==> src/rtl/apb_pkg.sv <==
// Shared definitions for the APB memory slave: FSM encoding, wait-state
// limit and the bit positions inside PPROT.
package apb_pkg;

   // Transfer FSM: IDLE waits for a setup cycle, ACCESS runs the wait states.
   typedef enum logic {
      ST_IDLE   = 1'b0,
      ST_ACCESS = 1'b1
   } apb_state_e;

   // The wait counter is 3 bits wide, so at most 7 wait states.
   localparam int APB_WAIT_MAX = 7;

   // PPROT bit positions (the slave accepts protection info but does not act on it).
   localparam int PPROT_PRIV_BIT   = 0;
   localparam int PPROT_NONSEC_BIT = 1;
   localparam int PPROT_INSTR_BIT  = 2;

endpackage

==> src/rtl/apb_mem_ram.sv <==
// Word-organised storage with per-byte write enables and an asynchronous
// read port. Contents are deliberately left out of reset.
module apb_mem_ram
   import apb_pkg::*;
#(
   parameter int P_DEPTH  = 16,
   parameter int P_DWIDTH = 32,
   parameter int P_STRB   = P_DWIDTH / 8,
   parameter int P_AW     = (P_DEPTH > 1) ? $clog2(P_DEPTH) : 1
) (
   input  logic                clk,
   input  logic                we,
   input  logic [P_STRB-1:0]   be,
   input  logic [P_AW-1:0]     waddr,
   input  logic [P_DWIDTH-1:0] wdata,
   input  logic [P_AW-1:0]     raddr,
   output logic [P_DWIDTH-1:0] rdata
);

   logic [P_DWIDTH-1:0] mem_q [P_DEPTH];

   // Byte-lane write: only lanes with their enable set take new data.
   always_ff @(posedge clk) begin
      if (we) begin
         for (int i = 0; i < P_STRB; i++) begin
            if (be[i]) begin
               mem_q[waddr][8*i +: 8] <= wdata[8*i +: 8];
            end
         end
      end
   end

   assign rdata = mem_q[raddr];

endmodule

==> src/rtl/apb_mem_slave.sv <==
// APB memory slave: decodes a 64 KiB window selected by PADDR[31:16],
// inserts a fixed number of wait states and serves a small word memory.
// Everything the transfer needs is captured in the setup cycle, so bus
// changes during wait states are harmless.
module apb_mem_slave
   import apb_pkg::*;
#(
   parameter int          P_DWIDTH     = 32,
   parameter int          P_STRB       = P_DWIDTH / 8,
   parameter logic [15:0] P_ADDR_START = 16'h0000,
   parameter int          P_DEPTH      = 16,
   parameter int          P_WAIT       = 0
) (
   input  logic                PCLK,
   input  logic                PRESET,
   input  logic                PSEL,
   input  logic [31:0]         PADDR,
   input  logic                PENABLE,
   input  logic                PWRITE,
   input  logic [P_DWIDTH-1:0] PWDATA,
   input  logic [P_STRB-1:0]   PSTRB,
   input  logic [2:0]          PPROT,
   output logic [P_DWIDTH-1:0] PRDATA,
   output logic                PREADY,
   output logic                PSLVERR
);

   localparam int         AW     = (P_DEPTH > 1) ? $clog2(P_DEPTH) : 1;
   localparam logic [2:0] WAIT_C = (P_WAIT > APB_WAIT_MAX) ? 3'(APB_WAIT_MAX) : 3'(P_WAIT);

   apb_state_e          state_q,   state_d;
   logic [2:0]          cnt_q,     cnt_d;
   logic [AW-1:0]       addr_q,    addr_d;
   logic                write_q,   write_d;
   logic                err_q,     err_d;
   logic [P_DWIDTH-1:0] wdata_q,   wdata_d;
   logic [P_STRB-1:0]   strb_q,    strb_d;
   logic                pready_q,  pready_d;
   logic                pslverr_q, pslverr_d;
   logic [P_DWIDTH-1:0] prdata_q,  prdata_d;

   logic                setup_err;
   logic [AW-1:0]       setup_idx;
   logic [AW-1:0]       ram_raddr;
   logic [P_DWIDTH-1:0] ram_rdata;
   logic                ram_we;
   logic                unused_pprot;

   // Protection attributes are accepted but have no effect on this slave.
   assign unused_pprot = PPROT[PPROT_PRIV_BIT] ^ PPROT[PPROT_NONSEC_BIT] ^ PPROT[PPROT_INSTR_BIT];

   // Out-of-window, beyond-depth and unaligned addresses are all errors.
   assign setup_err = (PADDR[31:16] != P_ADDR_START)
                   || ({18'd0, PADDR[15:2]} >= 32'(P_DEPTH))
                   || (PADDR[1:0] != 2'b00);
   assign setup_idx = PADDR[AW+1:2];

   // With zero wait states the read data is loaded during setup, so the
   // read port looks at the live bus address while idle.
   assign ram_raddr = (state_q == ST_IDLE) ? setup_idx : addr_q;

   // Memory is written only on a clean completion edge of a write.
   assign ram_we = (state_q == ST_ACCESS) && PSEL && PENABLE && pready_q && write_q && !err_q;

   // Next-state and next-output logic for the transfer FSM.
   always_comb begin
      state_d   = state_q;
      cnt_d     = cnt_q;
      addr_d    = addr_q;
      write_d   = write_q;
      err_d     = err_q;
      wdata_d   = wdata_q;
      strb_d    = strb_q;
      pready_d  = 1'b0;
      pslverr_d = 1'b0;
      prdata_d  = '0;
      case (state_q)
         ST_IDLE: begin
            // PENABLE without a preceding setup cycle is ignored here.
            if (PSEL && !PENABLE) begin
               state_d = ST_ACCESS;
               cnt_d   = 3'd0;
               addr_d  = setup_idx;
               write_d = PWRITE;
               err_d   = setup_err;
               wdata_d = PWDATA;
               strb_d  = PSTRB;
               if (WAIT_C == 3'd0) begin
                  pready_d  = 1'b1;
                  pslverr_d = setup_err;
                  prdata_d  = (!PWRITE && !setup_err) ? ram_rdata : '0;
               end
            end
         end
         ST_ACCESS: begin
            if (!PSEL) begin
               // Master dropped select: abandon the transfer without writing.
               state_d = ST_IDLE;
            end else if (PENABLE && pready_q) begin
               state_d = ST_IDLE;
            end else if (PENABLE) begin
               cnt_d = cnt_q + 3'd1;
               if (cnt_q + 3'd1 == WAIT_C) begin
                  pready_d  = 1'b1;
                  pslverr_d = err_q;
                  prdata_d  = (!write_q && !err_q) ? ram_rdata : '0;
               end
            end else begin
               // Select held without enable: stall with outputs unchanged.
               pready_d  = pready_q;
               pslverr_d = pslverr_q;
               prdata_d  = prdata_q;
            end
         end
         default: state_d = ST_IDLE;
      endcase
   end

   // State and registered outputs; reset discards any transfer in flight.
   always_ff @(posedge PCLK or posedge PRESET) begin
      if (PRESET) begin
         state_q   <= ST_IDLE;
         cnt_q     <= 3'd0;
         addr_q    <= '0;
         write_q   <= 1'b0;
         err_q     <= 1'b0;
         wdata_q   <= '0;
         strb_q    <= '0;
         pready_q  <= 1'b0;
         pslverr_q <= 1'b0;
         prdata_q  <= '0;
      end else begin
         state_q   <= state_d;
         cnt_q     <= cnt_d;
         addr_q    <= addr_d;
         write_q   <= write_d;
         err_q     <= err_d;
         wdata_q   <= wdata_d;
         strb_q    <= strb_d;
         pready_q  <= pready_d;
         pslverr_q <= pslverr_d;
         prdata_q  <= prdata_d;
      end
   end

   apb_mem_ram #(
      .P_DEPTH  (P_DEPTH),
      .P_DWIDTH (P_DWIDTH),
      .P_STRB   (P_STRB),
      .P_AW     (AW)
   ) u_ram (
      .clk   (PCLK),
      .we    (ram_we),
      .be    (strb_q),
      .waddr (addr_q),
      .wdata (wdata_q),
      .raddr (ram_raddr),
      .rdata (ram_rdata)
   );

   assign PRDATA  = prdata_q;
   assign PREADY  = pready_q;
   assign PSLVERR = pslverr_q;

endmodule

==> config.mk <==
export PLATFORM = sky130hd
export DESIGN_NAME = apb_mem_slave
export DESIGN_NICKNAME = d
export VERILOG_FILES = /design/src/rtl/apb_pkg.sv /design/src/rtl/apb_mem_ram.sv /design/src/rtl/apb_mem_slave.sv
export SDC_FILE = /design/constraint.sdc
export NUM_CORES = 1
export LEC_CHECK = 0
export ABC_CLOCK_PERIOD_IN_PS = 2500
export BUFFER_PORTS_ARGS = -buffer_cell sky130_fd_sc_hd__buf_4
export CAP_MARGIN = 10
export CORE_MARGIN = 10
export CORE_UTILIZATION = 36
export DETAILED_ROUTE_END_ITERATION = 7
export PLACE_DENSITY = 0.54
export SYNTH_ARGS = -nofsm -noshare
export SYNTH_HDL_FRONTEND = slang
export SYNTH_SLANG_ARGS = --single-unit
==> constraint.sdc <==
create_clock -name PCLK -period 2.5 [get_ports PCLK]
set_clock_uncertainty 0.2 [all_clocks]
set_input_delay 0.125 -clock PCLK [delete_from_list [all_inputs] [get_ports PCLK]]
set_output_delay 0.125 -clock PCLK [all_outputs]
set_load 0.02 [all_outputs]
[After elaboration in Yosys (flattened, before gate mapping)]
Memories as Yosys holds them, arrays and structs flattened.
Index checks and enable logic that the tools add are counted.
Storage, ports and cells
  register bits after elaboration: 80
  bits in writable memories: 512
  input bits: 76
  output and inout port bits: 34
  word-level logic and storage cells: 81
  memories: 1
Cells by class
  $add $sub $neg: 1
  magnitude comparators: 1
  equal/unequal tests: 5
  mux-type cells: 41
  bitwise logic cells: 1
  reduce and logical (&&, ||, !) cells: 21
Memories
  u_ram.mem_q: depth 16, bits a word 32, rd ports 1, clocked after memory_dff 0, wr ports 1, RTL line apb_mem_ram.sv:20  | logic [P_DWIDTH-1:0] mem_q [P_DEPTH];
Operators with widths (count)
  32-bit two-way mux: 7
  32-bit one-hot mux with 2 select lines: 1
  1-bit two-way mux: 24
  16-bit nonzero test: 1
  14-bit by 5-bit >= comparator with 1-bit output, second input constant: 1
  3-bit two-way mux: 4
  1-bit logical AND: 9
  2-bit inequality test, second input constant: 3
  1-bit one-hot mux with 2 select lines: 3
  3-bit one-hot mux with 2 select lines: 1
  1-bit zero test: 5
  4-bit two-way mux: 1
  4-bit by 3-bit inequality test with 1-bit output, second input constant: 1
  4-bit AND reduction: 1
  3-bit by 1-bit adder with 3-bit output, second input constant: 1
  3-bit zero test: 1
  1-bit logical OR: 2
  2-bit by 1-bit inequality test with 1-bit output, second input constant: 1
  2-bit AND reduction: 1
  2-bit nonzero test: 1
  1-bit NOT: 1

[Depth between registers and ports, before layout]
Gate-level depths: netlist of the first run.
  word-level depth: 8
  gate-level depth with buffers: 9

[Hierarchy]
Synthesis of the first run repeated with hierarchy kept, for this count alone.
Second synthesis, totals
  cells, all modules: 1162
  area, all modules: 22892.0 µm²
By module, submodules not included
  apb_mem_ram: times used 1, cells an instance 877, area an instance 19458.7 µm², sequential area each 15374.7 µm²
  apb_mem_slave: times used 1, cells an instance 285, area an instance 3433.3 µm², sequential area each 2001.9 µm²

[Worst setup path before layout of the first run]
No wires, ideal clock.
  kind: register to register
  from: register state_q
  to: memory u_ram.mem_q[10][16], enable pin
  library setup time: 0.370 ns
  arrival time: 1.757 ns
  data required time: 1.930 ns
  path slack: 0.172 ns
  stages on the path, launching flop included: 8
  clock period less this slack: 2.328 ns
  path through: dfrtp_1 -> buf_6 -> buf_8 -> nand2_4 -> nor3_2 -> nand2_1 -> buf_2 -> nor2_1
On the way
  cells in the longest elaborated chain, start to end: 7
Ends and longest elaborated chain
  start: declaration: RTL line apb_mem_slave.sv:31  | apb_state_e state_q, state_d;
  start signal: assignment: RTL line apb_mem_slave.sv:133  | state_q <= state_d;
  1-bit logical AND (5 in series): RTL line apb_mem_slave.sv:63  | assign ram_we = (state_q == ST_ACCESS) && PSEL && PENABLE && pready_q && write_q && !err_q;
  1-bit two-way mux: RTL line apb_mem_ram.sv:24  | if (we) begin
  1-bit two-way mux (not written as such): RTL line apb_mem_ram.sv:27  | mem_q[waddr][8*i +: 8] <= wdata[8*i +: 8];
  end: declaration: RTL line apb_mem_ram.sv:20
No other way between the ends.

[Worst setup path after layout of the first run]
  from: register state_q
  to: register prdata_q[21] (netlist: PRDATA[21])
On the way
  cells in the longest elaborated chain, start to end: 8
Ends and longest elaborated chain
  4-bit two-way mux: RTL line apb_mem_slave.sv:60  | assign ram_raddr = (state_q == ST_IDLE) ? setup_idx : addr_q;
  memory read 16 x 32 bit
  32-bit two-way mux: RTL line apb_mem_slave.sv:106  | prdata_d = (!write_q && !err_q) ? ram_rdata : '0;
  32-bit two-way mux: RTL line apb_mem_slave.sv:103  | if (cnt_q + 3'd1 == WAIT_C) begin
  32-bit two-way mux: RTL line apb_mem_slave.sv:101  | end else if (PENABLE) begin
  32-bit two-way mux: RTL line apb_mem_slave.sv:99  | end else if (PENABLE && pready_q) begin
  32-bit two-way mux: RTL line apb_mem_slave.sv:96  | if (!PSEL) begin
  32-bit one-hot mux with 2 select lines: RTL line apb_mem_slave.sv:77  | case (state_q)
  end signal: assignment: RTL line apb_mem_slave.sv:142  | prdata_q <= prdata_d;
  end: declaration: RTL line apb_mem_slave.sv:40  | logic [P_DWIDTH-1:0] prdata_q, prdata_d;
Several ways; a longest one is shown, not always the timed one. The select of a mux whose other input is x is not followed.
A chain may end at the register's enable or synchronous reset.

==> flow_summary.json, run 1 <==
{
  "grt.overflow.total": 0,
  "synth_flop_cell": "edfxtp_1",
  "drv_cap": 0,
  "start_util": 0.362,
  "cts_buffers": 60,
  "clkTransAtPathRegs_ns": 0.06,
  "via_per_inst": 5.23,
  "critical_path.endpoint_type": "flip-flop",
  "clockBufferDepth": 3,
  "syn_nets": 1889,
  "drt_iter0_markers": 1431,
  "setup-violations-final": 0,
  "insertedDiodeCount": 0,
  "fill_cells": 5984,
  "yosysSeqAreaShare": 0.731,
  "ioPinCount": 110,
  "layout_setup_ws_ns": 0.109,
  "synth_edf_count": 512,
  "wl_per_cell_um": 22.5,
  "p_total_uw": 22200,
  "hold_class": "input pin to flip-flop",
  "grt_pass1_vias": 15300,
  "core.rowCount": 94,
  "outcome": "complete, no violations",
  "core_um2": 65600,
  "final_cells": 2944,
  "totalNegativeSetupSlack_ns": 0,
  "dp_worst_setup_slack_ns": 0.0635,
  "io_buffers": 106,
  "cts_tree": "done",
  "crit_type": "flip-flop to flip-flop",
  "min_period_ns": 2.39,
  "arrival_ns": 2.66,
  "synth-seq-cells": 592,
  "synth_cells": 1811,
  "ys_types": 40,
  "place.gp.congestion": 0.789,
  "htree_levels": 2,
  "ant_nets": 0,
  "mostFrequentLayoutCell": "nand2_1",
  "grt_max_degree": 51,
  "peakVddDrop_mv": 0.511,
  "grt_usage": 0.167,
  "grt_pass1_wl_mm": 98.2,
  "syn_area_um2": 23800,
  "wirelength_mm": 66.2,
  "final_cell_mix": "nand2_1, edfxtp_1, buf_4",
  "die_area_um2": 76700,
  "cts.sinks": 592,
  "avgSynthCellArea_um2": 13.1,
  "hpwl_mm": 38.9,
  "fin_crit_sh": 0.957,
  "root_buffer": "clkbuf_16",
  "crit_required_ns": 2.77,
  "die_y_um": 277,
  "final_util": 0.436,
  "final_net_count": 2109,
  "detailedRoute.firstPassIterationCount": 5,
  "async_reset_ff_frac": 0.135,
  "insertion_delay_ns": 0.62,
  "slew_headroom": 0.577,
  "die_w_um": 277,
  "max_freq_mhz": 418,
  "route.detailed.drc": 0,
  "hold_viol": 0,
  "vias": 15400,
  "crit_path_max_fanout": 38,
  "leakagePower_uw": 0.0103,
  "slew_violations": 0,
  "power_density_nw_per_um2": 777,
  "rsz0062_at_grt": "false",
  "cp-start-kind": "flip-flop",
  "worstMarginPinSlew_ns": 0.634,
  "antenna_found_initial": 2,
  "multi_input_comb_area_um2": 5800,
  "yosys_warnings": 0,
  "final_layout_size_suffix_gt1_frac": 0.166,
  "dp_cells": 2782,
  "area_delta_synth_final_pct": 20.4,
  "seq_area_um2": 17400
}
[cell families after synthesis]
logic type,after synthesis,share of synthesized area
buffers and inverters,118,0.0265
AO/OA/AOI/OAI,305,0.0799
adder cells (fa/ha/maj),2,0.00105
multiplexers,69,0.0299
AND/OR/NAND/NOR,725,0.131
flip-flops,592,0.731
[layout make-up]
class,count,share of cell area
Clock buffer,73,0.0560
Inverter,5,0.000744
Sequential cell,592,0.608
Timing Repair Buffer,271,0.0858
Multi-Input combinational cell,1101,0.203
Tap cell,864,0.0378
Clock inverter,38,0.00923
[per-layer routing]
| layer | up-vias | share of wire | wire (µm) | GRT usage |
|---|---|---|---|---|
| met2 | 538 | 0.46 | 30600 | 0.267 |
| met4 | 4 | 0.025 | 1630 | 0.0454 |
| li1 | 7088 | - | - | - |
| met1 | 7663 | 0.44 | 28900 | 0.229 |
| met3 | 105 | 0.075 | 4950 | 0.0346 |
| met5 | - | 0.00036 | 24 | 0 |
[per-stage QoR]
stage | cell area [µm²] | hold slack (ns)
final | 28600 | 0.0350
after floorplan | 23800 | 0.0304
after global routing | 28600 | 0.0389
after detailed placement | 26200 | -0.00660
after CTS | 28600 | 0.00488
after global placement | 26200 | -0.00818
[state kept, by name, summed over array words and instances (netlist names)]
name,count
u_ram.mem_q,512
PRDATA,32
wdata_q,32
addr_q,4
strb_q,4
cnt_q,3
PREADY,1
PSLVERR,1
err_q,1
state_q,1
write_q,1
[cells in the mapped netlist (all sizes together) (3+ instances only)]
cell,number,share of area
nand3,11,0.0023
nor3,4,0.0013
dfrtp,80,0.084
nor3b,3,0.0012
clkbuf,25,0.0039
nand4,34,0.0090
buf,88,0.022
a31oi,4,0.0036
a211oi,32,0.012
nand2,523,0.083
o211ai,64,0.020
o21ai,6,0.0013
a21oi,193,0.041
edfxtp,512,0.65
mux2i,67,0.029
inv,5,0.00079
nor2,72,0.011
nor4,73,0.022
[timing repair]
action	CTS	global route
endpoints found under the setup margin	0	508
endpoints found under the hold margin	148	0
resized for setup	0	6
hold buffers	49	0
buffers inserted	0	1
[worst max-delay path, stage by stage (launching register included)]
cell and delay (ns):
dfrtp_2 0.43, buf_12 0.27, nor3_2 0.08, a31oi_4 0.22, buf_12 0.30, o211ai_1 0.18, nor4_1 0.42, a211oi_1 0.09
[worst paths after layout]
check	start	endpoint	slack, ns	cells after the start
max reg2reg	state_q	PRDATA[21]	0.11	7
min	PWDATA[12]	wdata_q[12]	0.03	4
min in group asynchronous	PRESET	wdata_q[14]	0.49	4
max in group asynchronous	PRESET	PRDATA[29]	0.80	5
max	state_q	PRDATA[21]	0.11	7
min reg2reg	cnt_q[1]	cnt_q[1]	0.33	2
[power breakdown]
group,switching (µW),internal (µW)
Sequential,442,11200
Clock,3650,4910
Combinational,1280,772
Total,5370,16900
Note: power is estimated with default switching activity, not from simulation.
==> run 2: changes to the inputs <==
--- a/config.mk
+++ b/config.mk
@@ -5,6 +5,7 @@
 export SDC_FILE = /design/constraint.sdc
 export NUM_CORES = 1
 export LEC_CHECK = 0
+export ABC_AREA = 1
 export ABC_CLOCK_PERIOD_IN_PS = 2500
 export BUFFER_PORTS_ARGS = -buffer_cell sky130_fd_sc_hd__buf_4
 export CAP_MARGIN = 10
@@ -14,4 +15,6 @@
 export PLACE_DENSITY = 0.54
 export SYNTH_ARGS = -nofsm -noshare
 export SYNTH_HDL_FRONTEND = slang
+export SYNTH_HIERARCHICAL = 1
 export SYNTH_SLANG_ARGS = --single-unit
+export TNS_END_PERCENT = 5
==> run 2 against run 1 <==
Global-route usage down 0.92 points; routed wire length up 4.7%; die area up 8.5%; sequential cell count unchanged; combinational power up 62%; first-iteration DRC count down 15%; worst setup slack worse by 0.063 ns; via count up 19%; core utilization up 0.79 points; sequential share of layout area down 6.0 points; critical path type is now input pin to flip-flop; largest cell class unchanged.
==> flow_summary.json, run 2 <==
{
  "cts_tree": "done",
  "final_cells": 3897,
  "slowest_stage": "dlygate4sd3_1",
  "final_cell_mix": "nand2_1, edfxtp_1, inv_1",
  "crit_required_ns": 2.85,
  "root_buffer": "clkbuf_16",
  "final_net_count": 2973,
  "drv_cap": 0,
  "totalNegativeSetupSlack_ns": 0,
  "peakVddDrop_mv": 0.471,
  "min_period_ns": 2.45,
  "core.rowCount": 98,
  "insertedDiodeCount": 0,
  "cpPeakStageDelay_ns": 0.60,
  "slew_headroom": 0.509,
  "yosysSeqAreaShare": 0.670,
  "post-synth-top-count-cell": "nand2_1",
  "yosys_warnings": 6,
  "async_reset_ff_frac": 0.135,
  "power_density_nw_per_um2": 755,
  "antenna_found_initial": 0,
  "cts.sinks": 592,
  "ant_nets": 0,
  "crit_path_max_fanout": 38,
  "grt_pass1_wl_mm": 102,
  "cts_buffers": 60,
  "crit_type": "input pin to flip-flop",
  "wl_per_cell_um": 17.8,
  "final_layout_size_suffix_gt1_frac": 0.133,
  "leakagePower_uw": 0.0142,
  "netlist_top_cells_count": "nand2_1, edfxtp_1, inv_1",
  "critical_path.endpoint_type": "flip-flop",
  "largest_register_ffs": 512,
  "hp-start": "PWDATA[6]",
  "fill_cells": 6554,
  "via_per_inst": 4.70,
  "hpwl_mm": 40.5,
  "cp.depth": 9,
  "hold_end": "wdata_q[6]",
  "die_area_um2": 83200,
  "start_util": 0.363,
  "ioPinCount": 110,
  "rsz0062_at_grt": "true",
  "multi_input_comb_area_um2": 6240,
  "setup-violations-final": 0,
  "synth.top_cell.area_share": 0.592,
  "drt_iter0_markers": 1219,
  "wirelength_mm": 69.3,
  "p_total_uw": 23900,
  "grt_usage": 0.158,
  "grt.overflow.total": 0,
  "hold_viol": 0,
  "synth_flop_cell": "edfxtp_1",
  "io_buffers": 106,
  "synth_cells": 2637,
  "htree_levels": 2,
  "r2r_end": "PRDATA[25]",
  "outcome": "complete, no violations",
  "cp-start-kind": "input pin",
  "clkTransAtPathRegs_ns": 0.06,
  "holdPathStages": 4,
  "ff2ff_path_depth": 16,
  "avgSynthCellArea_um2": 9.84,
  "crit_chain": "dlygate4sd3_1 -> buf_4 -> nand2_1 -> dlygate4sd3_1 -> nor2_4 -> buf_4 -> nand2_1 -> nand2_1 -> dlygate4sd3_1",
  "route.detailed.drc": 0,
  "cp-startpoint": "PSEL",
  "syn_area_um2": 25900,
  "vias": 18300,
  "area_delta_synth_final_pct": 22.2,
  "ys_types": 23,
  "die_y_um": 288,
  "fin_crit_sh": 0.982,
  "insertion_delay_ns": 0.63,
  "max_freq_mhz": 407,
  "clockBufferDepth": 3,
  "synth-seq-cells": 592,
  "rrSetupSlack_ns": 0.06,
  "grt_pass1_vias": 18100,
  "arrival_ns": 2.80,
  "synth_edf_count": 512,
  "synth_area_leaders": "edfxtp_1, nand2_1, dfrtp_1, nand3_1, inv_1",
  "slew_violations": 0,
  "grt_max_degree": 65,
  "core_um2": 71500,
  "worstMarginPinSlew_ns": 0.736,
  "seq_area_um2": 17400,
  "mostFrequentLayoutCell": "nand2_1",
  "r2r-start": "state_q",
  "crit_buf_inv": 5,
  "critPathTopFamily": "buffers and inverters",
  "dp_cells": 3682,
  "detailedRoute.firstPassIterationCount": 5,
  "yosys.area.top_type": "edfxtp_1",
  "syn_nets": 2715,
  "place.gp.congestion": 0.784,
  "largest-register": "u_ram/mem_q",
  "hold_class": "input pin to flip-flop",
  "die_w_um": 288
}
-- run 2: worst max path at each step --
stage                          to
2_1_floorplan  u_ram/mem_q[10][0]
3_3_place_gp            PRDATA[6]
3_5_place_dp            PRDATA[6]
4_1_cts                 PRDATA[9]
5_1_grt                PRDATA[31]
6_report              wdata_q[25]
-- run 2: layout make-up --
type / instances / area share
tap: 950 / 0.0375
inverter: 455 / 0.0545
multi-input combinational: 1461 / 0.197
clock inverter: 40 / 0.0101
timing repair buffer: 325 / 0.103
clock buffer: 74 / 0.0503
sequential: 592 / 0.548
-- run 2: kinds of logic after synthesis --
family | synth area share
AO/OA/AOI/OAI | 0.00289
flip-flops | 0.670
adder cells (fa/ha/maj) | 0.000964
AND/OR/NAND/NOR | 0.228
buffers and inverters | 0.0985
-- run 2: worst min-delay path, stage by stage --
cell	delay [ns]
dlygate4sd3_1	0.53
buf_4	0.10
nand2_1	0.04
nand2_1	0.05
-- run 2: layer usage --
layer | global-route usage | vias up | wire (µm) | share of wire
li1 | - | 8875 | - | -
met2 | 0.282 | 441 | 35800 | 0.52
met1 | 0.195 | 8904 | 28100 | 0.41
met3 | 0.0225 | 103 | 3320 | 0.048
met5 | 0 | - | 0 | 0
met4 | 0.0521 | 0 | 2000 | 0.029
-- run 2: power breakdown --
group / total (µW) / internal, µW / switching (µW) / leakage [µW]
Combinational: 3330 / 1270 / 2050 / 0.00756
Clock: 8770 / 5020 / 3740 / 0.000945
Sequential: 11800 / 11300 / 582 / 0.00569
Total: 23900 / 17600 / 6380 / 0.0142
-- run 2: what timing repair did --
action	in CTS	in global routing
gates cloned	0	15
pin swaps	0	18
setup endpoints to repair	29	330
hold buffers	79	0
setup buffers	0	10
endpoints found under the hold margin	160	0
gates resized for setup	2	69
-- run 2: through the flow --
step	hold WS (ns)	setup WS, ns	utilization	area [µm²]
after global routing	0.0523	-0.0453	0.444	31700
after CTS	0.00947	0.0124	0.434	31000
after detailed placement	0.0537	-0.0774	0.396	28300
after global placement	0.0399	-0.0475	0.396	28300
final	0.0461	0.0460	0.444	31700
after floorplan	0.0416	0.0839	-	25900
==> run 3: changes to the inputs <==
--- a/config.mk
+++ b/config.mk
@@ -9,10 +9,12 @@
 export ABC_CLOCK_PERIOD_IN_PS = 2500
 export BUFFER_PORTS_ARGS = -buffer_cell sky130_fd_sc_hd__buf_4
 export CAP_MARGIN = 10
+export CELL_PAD_IN_SITES_DETAIL_PLACEMENT = 2
+export CELL_PAD_IN_SITES_GLOBAL_PLACEMENT = 2
 export CORE_MARGIN = 10
 export CORE_UTILIZATION = 36
 export DETAILED_ROUTE_END_ITERATION = 7
-export PLACE_DENSITY = 0.54
+export PLACE_DENSITY = 0.76
 export SYNTH_ARGS = -nofsm -noshare
 export SYNTH_HDL_FRONTEND = slang
 export SYNTH_HIERARCHICAL = 1
==> run 3 against run 2 <==
The run now ends with negative setup slack left; register-to-register slack got worse by 0.12 ns; design area is essentially flat; non-clock buffer count is 18 lower; clock-buffer cell count up 30; critical endpoint is now PRDATA[5]; final cell count decreased by 0.23%; maximum frequency down 4.1%; power grew 5.9%; sequential share of layout area up 0.052 points; combinational power rose by 8.1%; hold slack better by 0.014 ns; sequential cell count unchanged; largest power group unchanged; core utilization about the same.
==> flow_summary.json, run 3 (synthesis results as in run 2) <==
{
  "die_w_um": 288,
  "rrSetupSlack_ns": -0.06,
  "ant_nets": 0,
  "violations": "negative setup slack",
  "largest_register_ffs": 512,
  "grt_usage": 0.215,
  "slew_violations": 0,
  "start_util": 0.363,
  "rsz0062_at_grt": "true",
  "io_buffers": 106,
  "outcome": "finished, violations left",
  "cpPeakStageDelay_ns": 0.48,
  "core_um2": 71500,
  "wl_per_cell_um": 25.2,
  "place.gp.congestion": 0.784,
  "slowest_stage": "dfrtp_2",
  "path_common_cell": "nand2_1",
  "hp-start": "PWDATA[22]",
  "top_layer": "met4",
  "crit_chain": "nand2_2 -> o21ai_4 -> buf_12 -> clkinv_16 -> buf_12 -> clkbuf_16 -> nand2_1 -> nand3_1 -> nand3_1 -> nand3_1 -> nand2_1 -> inv_1 -> nor2_1 -> nand2_1 -> nand2_1",
  "grt_pass1_wl_mm": 136,
  "hold_end": "wdata_q[22]",
  "cts.sinks": 592,
  "via_per_inst": 5.14,
  "fin_crit_sh": 1.02,
  "fill_cells": 7384,
  "hold_viol": 0,
  "setup-violations-final": 3,
  "grt_pass1_vias": 22400,
  "max_freq_mhz": 391,
  "final_util": 0.443,
  "final_cell_mix": "nand2_1, edfxtp_1, inv_1",
  "mostFrequentLayoutCell": "nand2_1",
  "leakagePower_uw": 0.0142,
  "r2r_end": "PRDATA[5]",
  "totalNegativeSetupSlack_ns": -0.151,
  "largest-register": "u_ram/mem_q",
  "ioPinCount": 110,
  "crit_path_max_fanout": 24,
  "hold_class": "input pin to flip-flop",
  "detailedRoute.firstPassIterationCount": 6,
  "p_total_uw": 25400,
  "die_area_um2": 83200,
  "slew_headroom": 0.501,
  "grt.overflow.total": 0,
  "wl_met3_mm": 3.82,
  "cts_buffers": 68,
  "clockBufferDepth": 3,
  "hpwl_mm": 56.4,
  "final_layout_size_suffix_gt1_frac": 0.129,
  "route.detailed.drc": 0,
  "final_cells": 3888,
  "antenna_found_initial": 0,
  "core.rowCount": 98,
  "root_buffer": "clkbuf_16",
  "min_period_ns": 2.56,
  "final_net_count": 2963,
  "ff2ff_path_depth": 15,
  "met2_length_mm": 52.6,
  "arrival_ns": 2.92,
  "cts_tree": "done",
  "dp_cells": 3693,
  "drv_cap": 0,
  "holdPathStages": 4,
  "peakVddDrop_mv": 0.410,
  "insertion_delay_ns": 0.62,
  "layout_setup_ws_ns": -0.0600,
  "worstMarginPinSlew_ns": 0.749,
  "insertedDiodeCount": 0,
  "power_density_nw_per_um2": 800,
  "crit_type": "flip-flop to flip-flop",
  "critical_path.endpoint_type": "flip-flop",
  "vias": 20000,
  "area_delta_synth_final_pct": 22.1,
  "wl_met1_mm": 37.3,
  "wirelength_mm": 98.2,
  "htree_levels": 3,
  "clkTransAtPathRegs_ns": 0.07,
  "r2r-start": "state_q",
  "cp-start-kind": "flip-flop",
  "crit_required_ns": 2.86,
  "die_y_um": 288,
  "dp_worst_setup_slack_ns": -0.222,
  "drt_iter0_markers": 1448,
  "grt_max_degree": 61
}
==> run 3: cell count changes in the layout (fill, tap and decap cells not counted), moves of 5 or more <==
cell and delta:
buf_6 +8, clkbuf_1 +10, clkbuf_16 +9, clkbuf_8 +8, clkinv_2 -10, dlygate4sd3_1 -24
inv_1 +5, nand3_1 +22, nand3_2 -22
==> run 3: area by class of cell <==
class / instances / area [µm²] / area share
sequential: 592 / 17400 / 0.548
timing repair buffer: 307 / 3090 / 0.0974
tap: 950 / 1190 / 0.0375
clock buffer: 104 / 2040 / 0.0645
clock inverter: 19 / 109 / 0.00343
multi-input combinational: 1461 / 6150 / 0.194
inverter: 455 / 1740 / 0.0550
==> run 3: what timing repair did <==
| action | 4_1_cts | 5_1_grt |
|---|---|---|
| gates cloned | 0 | 10 |
| setup buffers | 0 | 8 |
| hold buffers | 54 | 0 |
| hold endpoints to repair | 160 | 0 |
| resized for setup | 6 | 52 |
| setup endpoints to repair | 522 | 369 |
| pin swaps | 0 | 3 |
==> run 3: worst max-delay path by stage <==
stage                        from  slack [ns]  cells past startpoint             endpoint
after CTS                 state_q      -0.001                      7   u_ram/mem_q[6][28]
after global placement    state_q        -0.1                      7   u_ram/mem_q[5][24]
after floorplan            PREADY        0.08                      5   u_ram/mem_q[10][0]
after global routing      state_q       -0.12                     15            PRDATA[5]
final                     state_q       -0.06                     15            PRDATA[5]
after detailed placement  state_q       -0.22                      8  u_ram/mem_q[10][20]
==> run 3: layer usage <==
layer | vias to the layer above | global-route usage
li1 | 8852 | -
met1 | 10400 | 0.244
met2 | 544 | 0.401
met3 | 223 | 0.0244
met4 | 0 | 0.0969
met5 | - | 0
==> run 3: through the flow <==
step	hold slack, ns	area, µm²
final	0.0599	31700
after global routing	0.0887	31700
after CTS	0.0518	31100
after detailed placement	0.0277	28400
after global placement	0.0203	28400
after floorplan	0.0416	25900
==> run 3: critical path: cells and delay by family, from the launching register on <==
| family | cells | cell delay (ns) |
|---|---|---|
| compound gates | 1 | 0.08 |
| simple gates | 9 | 1.05 |
| flops | 1 | 0.48 |
| buf+inv | 5 | 0.68 |
==> run 3: report_power, final <==
part           switching, µW  total (µW)  internal, µW
clock network           4140        9860          5720
registers                640       11900         11300
logic                   2370        3600          1230
total                   7150       25400         18200
